File: config.mk
export PLATFORM = sky130hd
export DESIGN_NAME = switch_led_ctrl
export DESIGN_NICKNAME = d
export VERILOG_FILES = /design/src/rtl/switch_led_pkg.sv /design/src/rtl/switch_led_ctrl_sw_debounce.sv /design/src/rtl/switch_led_ctrl.sv
export SDC_FILE = /design/constraint.sdc
export NUM_CORES = 1
export LEC_CHECK = 0
export ABC_AREA = 1
export CORE_MARGIN = 2
export CORE_UTILIZATION = 63
export CTS_CLUSTER_SIZE = 28
export DETAILED_ROUTE_END_ITERATION = 8
export PLACE_DENSITY = 0.81
export SLEW_MARGIN = 40
export SYNTH_ARGS = -nofsm -noshare
export SYNTH_HDL_FRONTEND = slang
export SYNTH_HIERARCHICAL = 1
export SYNTH_SLANG_ARGS = --single-unit
File: constraint.sdc
create_clock -name CLK100MHZ -period 1.5 [get_ports CLK100MHZ]
set_input_delay 0.45 -clock CLK100MHZ [delete_from_list [all_inputs] [get_ports CLK100MHZ]]
set_output_delay 0.45 -clock CLK100MHZ [all_outputs]
set_load 0.02 [all_outputs]
File: src/rtl/switch_led_pkg.sv
// Shared types and helpers for the switch-to-LED controller.
// The PWM build is selected with the SWITCH_LED_PWM_EN macro in the top module.
package switch_led_pkg;

  typedef enum logic [1:0] {
    MODE_DIRECT = 2'b00,
    MODE_TOGGLE = 2'b01,
    MODE_BLINK  = 2'b10,
    MODE_INVERT = 2'b11
  } mode_e;

  // Counter width able to hold 0..cycles.
  function automatic int db_cnt_width(input int cycles);
    return $clog2(cycles + 1);
  endfunction

endpackage

File: src/rtl/switch_led_ctrl_sw_debounce.sv
// One switch channel: 2-flop synchroniser followed by a consecutive-stable-cycles
// debouncer that only accepts a change once it has held for DEBOUNCE_CYCLES cycles.
module sw_debounce
  import switch_led_pkg::*;
#(
  parameter int DEBOUNCE_CYCLES = 1000000
) (
  input  logic clk,
  input  logic srst,
  input  logic sw,
  output logic sw_db
);

  localparam int CW = db_cnt_width(DEBOUNCE_CYCLES);
  localparam logic [CW-1:0] CNT_LAST = CW'(DEBOUNCE_CYCLES - 1);

  logic          sync1_reg;
  logic          sync2_reg;
  logic          db_reg;
  logic          db_next;
  logic [CW-1:0] cnt_reg;
  logic [CW-1:0] cnt_next;

  // Any cycle where the synced bit agrees with the stable state restarts the count.
  always_comb begin
    cnt_next = '0;
    db_next  = db_reg;
    if (sync2_reg != db_reg) begin
      if (cnt_reg == CNT_LAST) begin
        db_next = sync2_reg;
      end else begin
        cnt_next = cnt_reg + 1'b1;
      end
    end
  end

  always_ff @(posedge clk) begin
    if (srst) begin
      sync1_reg <= 1'b0;
      sync2_reg <= 1'b0;
      db_reg    <= 1'b0;
      cnt_reg   <= '0;
    end else begin
      sync1_reg <= sw;
      sync2_reg <= sync1_reg;
      db_reg    <= db_next;
      cnt_reg   <= cnt_next;
    end
  end

  assign sw_db = db_reg;

endmodule

File: src/rtl/switch_led_ctrl.sv
// Debounced slide switches mapped to LEDs via a run-time mode (direct/toggle/blink/invert).
// Define SWITCH_LED_PWM_EN to add the DUTY port and PWM brightness gating.
module switch_led_ctrl
  import switch_led_pkg::*;
#(
  parameter int N                 = 16,
  parameter int DEBOUNCE_CYCLES   = 1000000,
  parameter int BLINK_HALF_PERIOD = 25000000,
  parameter int PWM_BITS          = 4
) (
  input  logic                CLK100MHZ,
  input  logic                RST,
  input  logic [N-1:0]        SW,
  input  logic [1:0]          MODE,
`ifdef SWITCH_LED_PWM_EN
  input  logic [PWM_BITS-1:0] DUTY,
`endif
  output logic [N-1:0]        LED,
  output logic [N-1:0]        SW_DB
);

  localparam int BW = (BLINK_HALF_PERIOD > 1) ? $clog2(BLINK_HALF_PERIOD) : 1;
  localparam logic [BW-1:0] BLINK_LAST = BW'(BLINK_HALF_PERIOD - 1);

  logic [N-1:0]  db;
  logic [N-1:0]  db_prev_reg;
  logic [N-1:0]  tog_reg;
  logic [N-1:0]  tog_next;
  logic [N-1:0]  mode_out;
  logic [N-1:0]  led_reg;
  logic [N-1:0]  led_next;
  logic [1:0]    mode_s1_reg;
  mode_e         mode_s2_reg;
  logic [BW-1:0] blink_cnt_reg;
  logic [BW-1:0] blink_cnt_next;
  logic          phase_reg;
  logic          phase_next;

  generate
    for (genvar gi = 0; gi < N; gi++) begin : g_ch
      sw_debounce #(
        .DEBOUNCE_CYCLES(DEBOUNCE_CYCLES)
      ) u_db (
        .clk  (CLK100MHZ),
        .srst (RST),
        .sw   (SW[gi]),
        .sw_db(db[gi])
      );
    end
  endgenerate

  // Latches flip on debounced rising edges regardless of the displayed mode.
  assign tog_next = tog_reg ^ (db & ~db_prev_reg);

  always_comb begin
    blink_cnt_next = blink_cnt_reg + 1'b1;
    phase_next     = phase_reg;
    if (blink_cnt_reg == BLINK_LAST) begin
      blink_cnt_next = '0;
      phase_next     = ~phase_reg;
    end
  end

  always_comb begin
    mode_out = db;
    unique case (mode_s2_reg)
      MODE_DIRECT: mode_out = db;
      MODE_TOGGLE: mode_out = tog_reg;
      MODE_BLINK:  mode_out = db & {N{phase_reg}};
      MODE_INVERT: mode_out = ~db;
      default:     mode_out = db;
    endcase
  end

`ifdef SWITCH_LED_PWM_EN
  logic [PWM_BITS-1:0] pwm_cnt_reg;

  always_ff @(posedge CLK100MHZ) begin
    if (RST) begin
      pwm_cnt_reg <= '0;
    end else begin
      pwm_cnt_reg <= pwm_cnt_reg + 1'b1;
    end
  end

  assign led_next = mode_out & {N{pwm_cnt_reg < DUTY}};
`else
  // PWM_BITS is only consumed by the PWM build; this keeps the parameter referenced.
  if (PWM_BITS < 1) begin : g_pwm_bits_unused
  end

  assign led_next = mode_out;
`endif

  always_ff @(posedge CLK100MHZ) begin
    if (RST) begin
      mode_s1_reg   <= 2'b00;
      mode_s2_reg   <= MODE_DIRECT;
      db_prev_reg   <= '0;
      tog_reg       <= '0;
      blink_cnt_reg <= '0;
      phase_reg     <= 1'b0;
      led_reg       <= '0;
    end else begin
      mode_s1_reg   <= MODE;
      mode_s2_reg   <= mode_e'(mode_s1_reg);
      db_prev_reg   <= db;
      tog_reg       <= tog_next;
      blink_cnt_reg <= blink_cnt_next;
      phase_reg     <= phase_next;
      led_reg       <= led_next;
    end
  end

  assign LED   = led_reg;
  assign SW_DB = db;

endmodule

# Yosys cells after proc, flatten, opt, wreduce, memory -nomap -nowiden
# Index checks and enable logic that the tools add are counted.
# word_totals
register_bits	446
in_bits	20
out_inout_bits	32
word_cells	181
# classes
eq_ne	36
n_addsub	17
n_bitwise	22
muxes	1
n_reduce_logical	34
# ops
op	n
20-bit by 1-bit adder with 20-bit output (second input constant)	16
20-bit equality test (second input constant)	16
16-bit case mux with 4 select lines	1
3-bit OR reduction	16
16-bit bitwise AND	2
16-bit NOT	2
2-bit AND reduction	16
25-bit by 1-bit adder with 25-bit output (second input constant)	1
25-bit equality test (second input constant)	1
1-bit NOT	17
1-bit inequality test	16
16-bit bitwise XOR	1
2-bit equality test (second input constant)	2
2-bit by 1-bit equality test with 1-bit output (second input constant)	1
2-bit zero test	1
2-bit OR reduction	1

# Depth between registers and ports, before layout
# logic_depth
depth_word	3
mapped_depth	9
ltp_nobuf	9

# By module
# Netlist, hierarchy kept.
# modules_own_cells
module	area_per_inst_um2	n_inst	seq_area_each_um2	cells_each
sw_debounce	1173.6	16	460.4	170
switch_led_ctrl	3367.0	1	1561.5	458

# Worst setup path after synthesis
# Ideal clock, no wire load.
# synth_path
kind	register -> register
startpoint	reg blink_cnt_reg[0]
endpoint	reg blink_cnt_reg[13]
path_buffers	1
required_time_ns	1.385
synth_period_minus_slack_ns	1.397
setup_ns	0.115
arrival_time_ns	1.282
path_stages_with_launch	10
path_slack_ns	0.103
path_cell_list	dfxtp_1 > ha_1 > nand2_2 > nor2_4 > inv_2 > nor2_2 > nand2_2 > nand2_4 > buf_12 > nor2_2
# synth_between
elab_chain_len	2
word_cells_on_any_way	3
classes_between	1 x add/sub; 1 x eq/ne; 1 x reduce/logical
# synth_rtl
item	line	source
start, declared	switch_led_ctrl.sv:34	logic [BW-1:0] blink_cnt_reg;
start signal, assigned	switch_led_ctrl.sv:109	blink_cnt_reg <= blink_cnt_next;
parallel branches: the longest is 2 deep, another holds 25-bit by 1-bit adder with 25-bit output	--	
# Parallel ways; which one is timed is not known.
# A chain may end at the register's enable or synchronous reset.

# Worst setup path after layout
# layout_path
startpoint	reg g_ch[5].u_db.db_reg
endpoint	out SW_DB[5]
# layout_rtl
item	line	source
start, declared	switch_led_ctrl_sw_debounce.sv:19	logic db_reg;
start signal, assigned	switch_led_ctrl_sw_debounce.sv:46	db_reg <= db_next;
end, declared	switch_led_ctrl.sv:19	output logic [N-1:0] SW_DB
# No word-level cell between the ends.

==> metrics.cfg <==
[critical_path]
critPathTopFamily=flip-flops
slowest_delay_ns=0.36
r2r-start=g_ch[6].u_db/sw_db
rrSetupSlack_ns=0.04
timing.rr.end=g_ch[6].u_db/cnt_reg[10]
worstSetupPathType=flop to output pin
cp.required_ns=1.05
cp.depth=1
path_buf_inv=1
worst_ep_arrival_time_ns=1.04
path_cells=buf_6
startpoint_type=flop
r2r_cells=7
cp_max_fo=2
critPathSlowestCell=dfxtp_4
endpoint_kind=output pin

[synth]
synthesis.area_sq_um=22140
yosysUniqueCellTypes=31
ys.warnings.count=6
synth_nets=3215
ys_seq_area_share_pct=40.32
synth_area_leader_cell=dfxtp_1
synth_top_cell_area_share_pct=40.32
syn_inst=3178
synth_area_leaders=dfxtp_1, nor2_1, nand2_1, nand3_1, inv_1
syn_avg_cell_area_sq_um=6.968
ys_ff_latch=446

[final_layout]
diodes=0
syn_to_final_growth_pct=16.35
largest_reg_flops=320
final_nets=3361
layout-drive-gt1-share_pct=14.92
final_common_cell=nor2_1
final_cell_area_sq_um=25770
layout_common_cells=nor2_1, nand2_1, dfxtp_1

[clocking]
cts_buffer_depth=3
clkSinkCount=446
path_clk_slew_ns=0.06
postCtsHoldBufs=0
htreeDepth=2
worstSkewPairLatency_ns=0.56
cts_inserted_buffers=47
clock-root-buffer=clkbuf_16
cts_tree=built

[pwr]
power.density_nw_per_um2=933.1
worst_ir_drop_vdd_uv=1082
p_leak_nw=8.347

[sta]
setup_ws_ns=0.005175
slew_headroom_pct=67.10
setup_viol=0
slew_violations=0
worstMarginPinSlew_ns=0.4930
finalCritPeriodShare_pct=99.65
rsz0062_at_grt=yes
period_minus_slack_ns=1.495
fin_skew_ns=0.008504
finalHoldViolCount=0
max_freq_mhz=669.0

[floorplan]
rows=68
io_pins=52
die_h_um=191.5
core-area_sq_um=34540
start_util_pct=64.11
dieArea_sq_um=36670
chipWidth_um=191.5

[place]
finalWeightedCongestion=0.9157
dpl-instance-area_sq_um=23420
hpwlAfterDp_mm=34.75
io_buffers=51
dpl_worst_slack_ns=0.006762

[grt]
antenna_found_initial=0
groute.usage.overall_pct=26.17
grt_overflow=0
grt_max_degree=23
grt_pass1_vias=19310
grt_pass1_wl_mm=82.18

[status]
status=finished clean

[worst_hold_path]
hp-start=RST
holdCritPathClass=primary input to flop
min_to=mode_s1_reg[0]
hold_path_depth=2

[detailed_routing]
wire_per_inst_um=13.40
viasPerCell=5.361
wirelength_mm=51.08
drtPass1Iterations=6
drt_iter0_markers=1586
ant_nets=0
vias=20440
post-route-drc-count=0

[run]
drv_cap=0

==> Yosys cell counts <==
cell type and instances:
a31oi_1 16, a21oi_2 4, and2_1 2, buf_12 2, a21oi_1 134, nand3_2 48
o21bai_1 16, inv_1 319, nor2_4 5, nand2_2 21, nand2_4 17, o21ai_0 17
buf_6 16, or2_2 17, nor2_2 121, nand2_1 648, nor3_1 16, clkinv_1 33
nand3b_1 16, buf_1 3, xnor2_1 84, or2_0 18, dfxtp_1 446, nand3_1 255
ha_1 17, inv_2 17, nor2_1 712, buf_2 5, nand4_1 66, xor2_1 86
nand3b_4 1
==> through the flow <==
step                       TNS, ns  power [mW]  utilization, %  hold slack (ns)  std cells
after floorplan                  0       12.49               -           0.3883       3178
after global placement           0       12.68           67.80           0.3898       3712
after detailed placement         0       12.69           67.80           0.3969       3712
after CTS                 -0.05384       24.21           72.31           0.1861       3796
after global routing       -0.2418       24.76           74.59           0.2057       3812
final                            0       24.04           74.59           0.2080       3812
==> cell type report <==
cell class | instances | area, sq um
clock inverters | 17 | 201.4
fillers | 2543 | 8777
inverters | 369 | 1385
multi-input cells | 2350 | 12310
well taps | 455 | 569.3
clock buffers | 65 | 1344
repair buffers | 110 | 991.0
flip-flops and latches | 446 | 8962
==> cell families (layout without fill, tap and decap cells) <==
logic type	after synthesis	count (layout)	synth area share (%)
and+or+nand+nor	1963	1976	40.02
DFF	446	446	40.32
buffers and inverters	395	561	7.413
AOI/OAI and AO/OA	187	187	4.565
xor gates and xnor gates	170	170	6.724
adders and majority gates	17	17	0.9605
==> worst max-delay path by stage <==
stage                                  start                         to
finish                    g_ch[5].u_db/sw_db                   SW_DB[5]
global route        g_ch[13].u_db/cnt_reg[0]  g_ch[13].u_db/cnt_reg[18]
CTS                       g_ch[5].u_db/sw_db                   SW_DB[5]
detailed placement   g_ch[4].u_db/cnt_reg[0]   g_ch[4].u_db/cnt_reg[12]
global placement          g_ch[5].u_db/sw_db                   SW_DB[5]
floorplan                   blink_cnt_reg[0]          blink_cnt_reg[13]
==> routing by layer <==
metal | up-vias | track usage [%] | wire, um
met3 | 126 | 3.598 | 2498
met2 | 587 | 48.03 | 25660
li1 | 10310 | - | -
met5 | - | 0 | 0
met1 | 9416 | 31.33 | 21580
met4 | 0 | 8.462 | 1337
==> power breakdown <==
part           internal, mW  switching, mW
registers              11.9         0.0418
clock network          6.92           4.64
logic                 0.209          0.313
==> repair_timing <==
item,4_1_cts,5_1_grt
endpoints found under the setup margin,34,344
resized for setup,189,130
pin swaps,0,19
cloned,0,13
setup buffers,2,3
No activity file was read; power rests on OpenSTA's default activity.
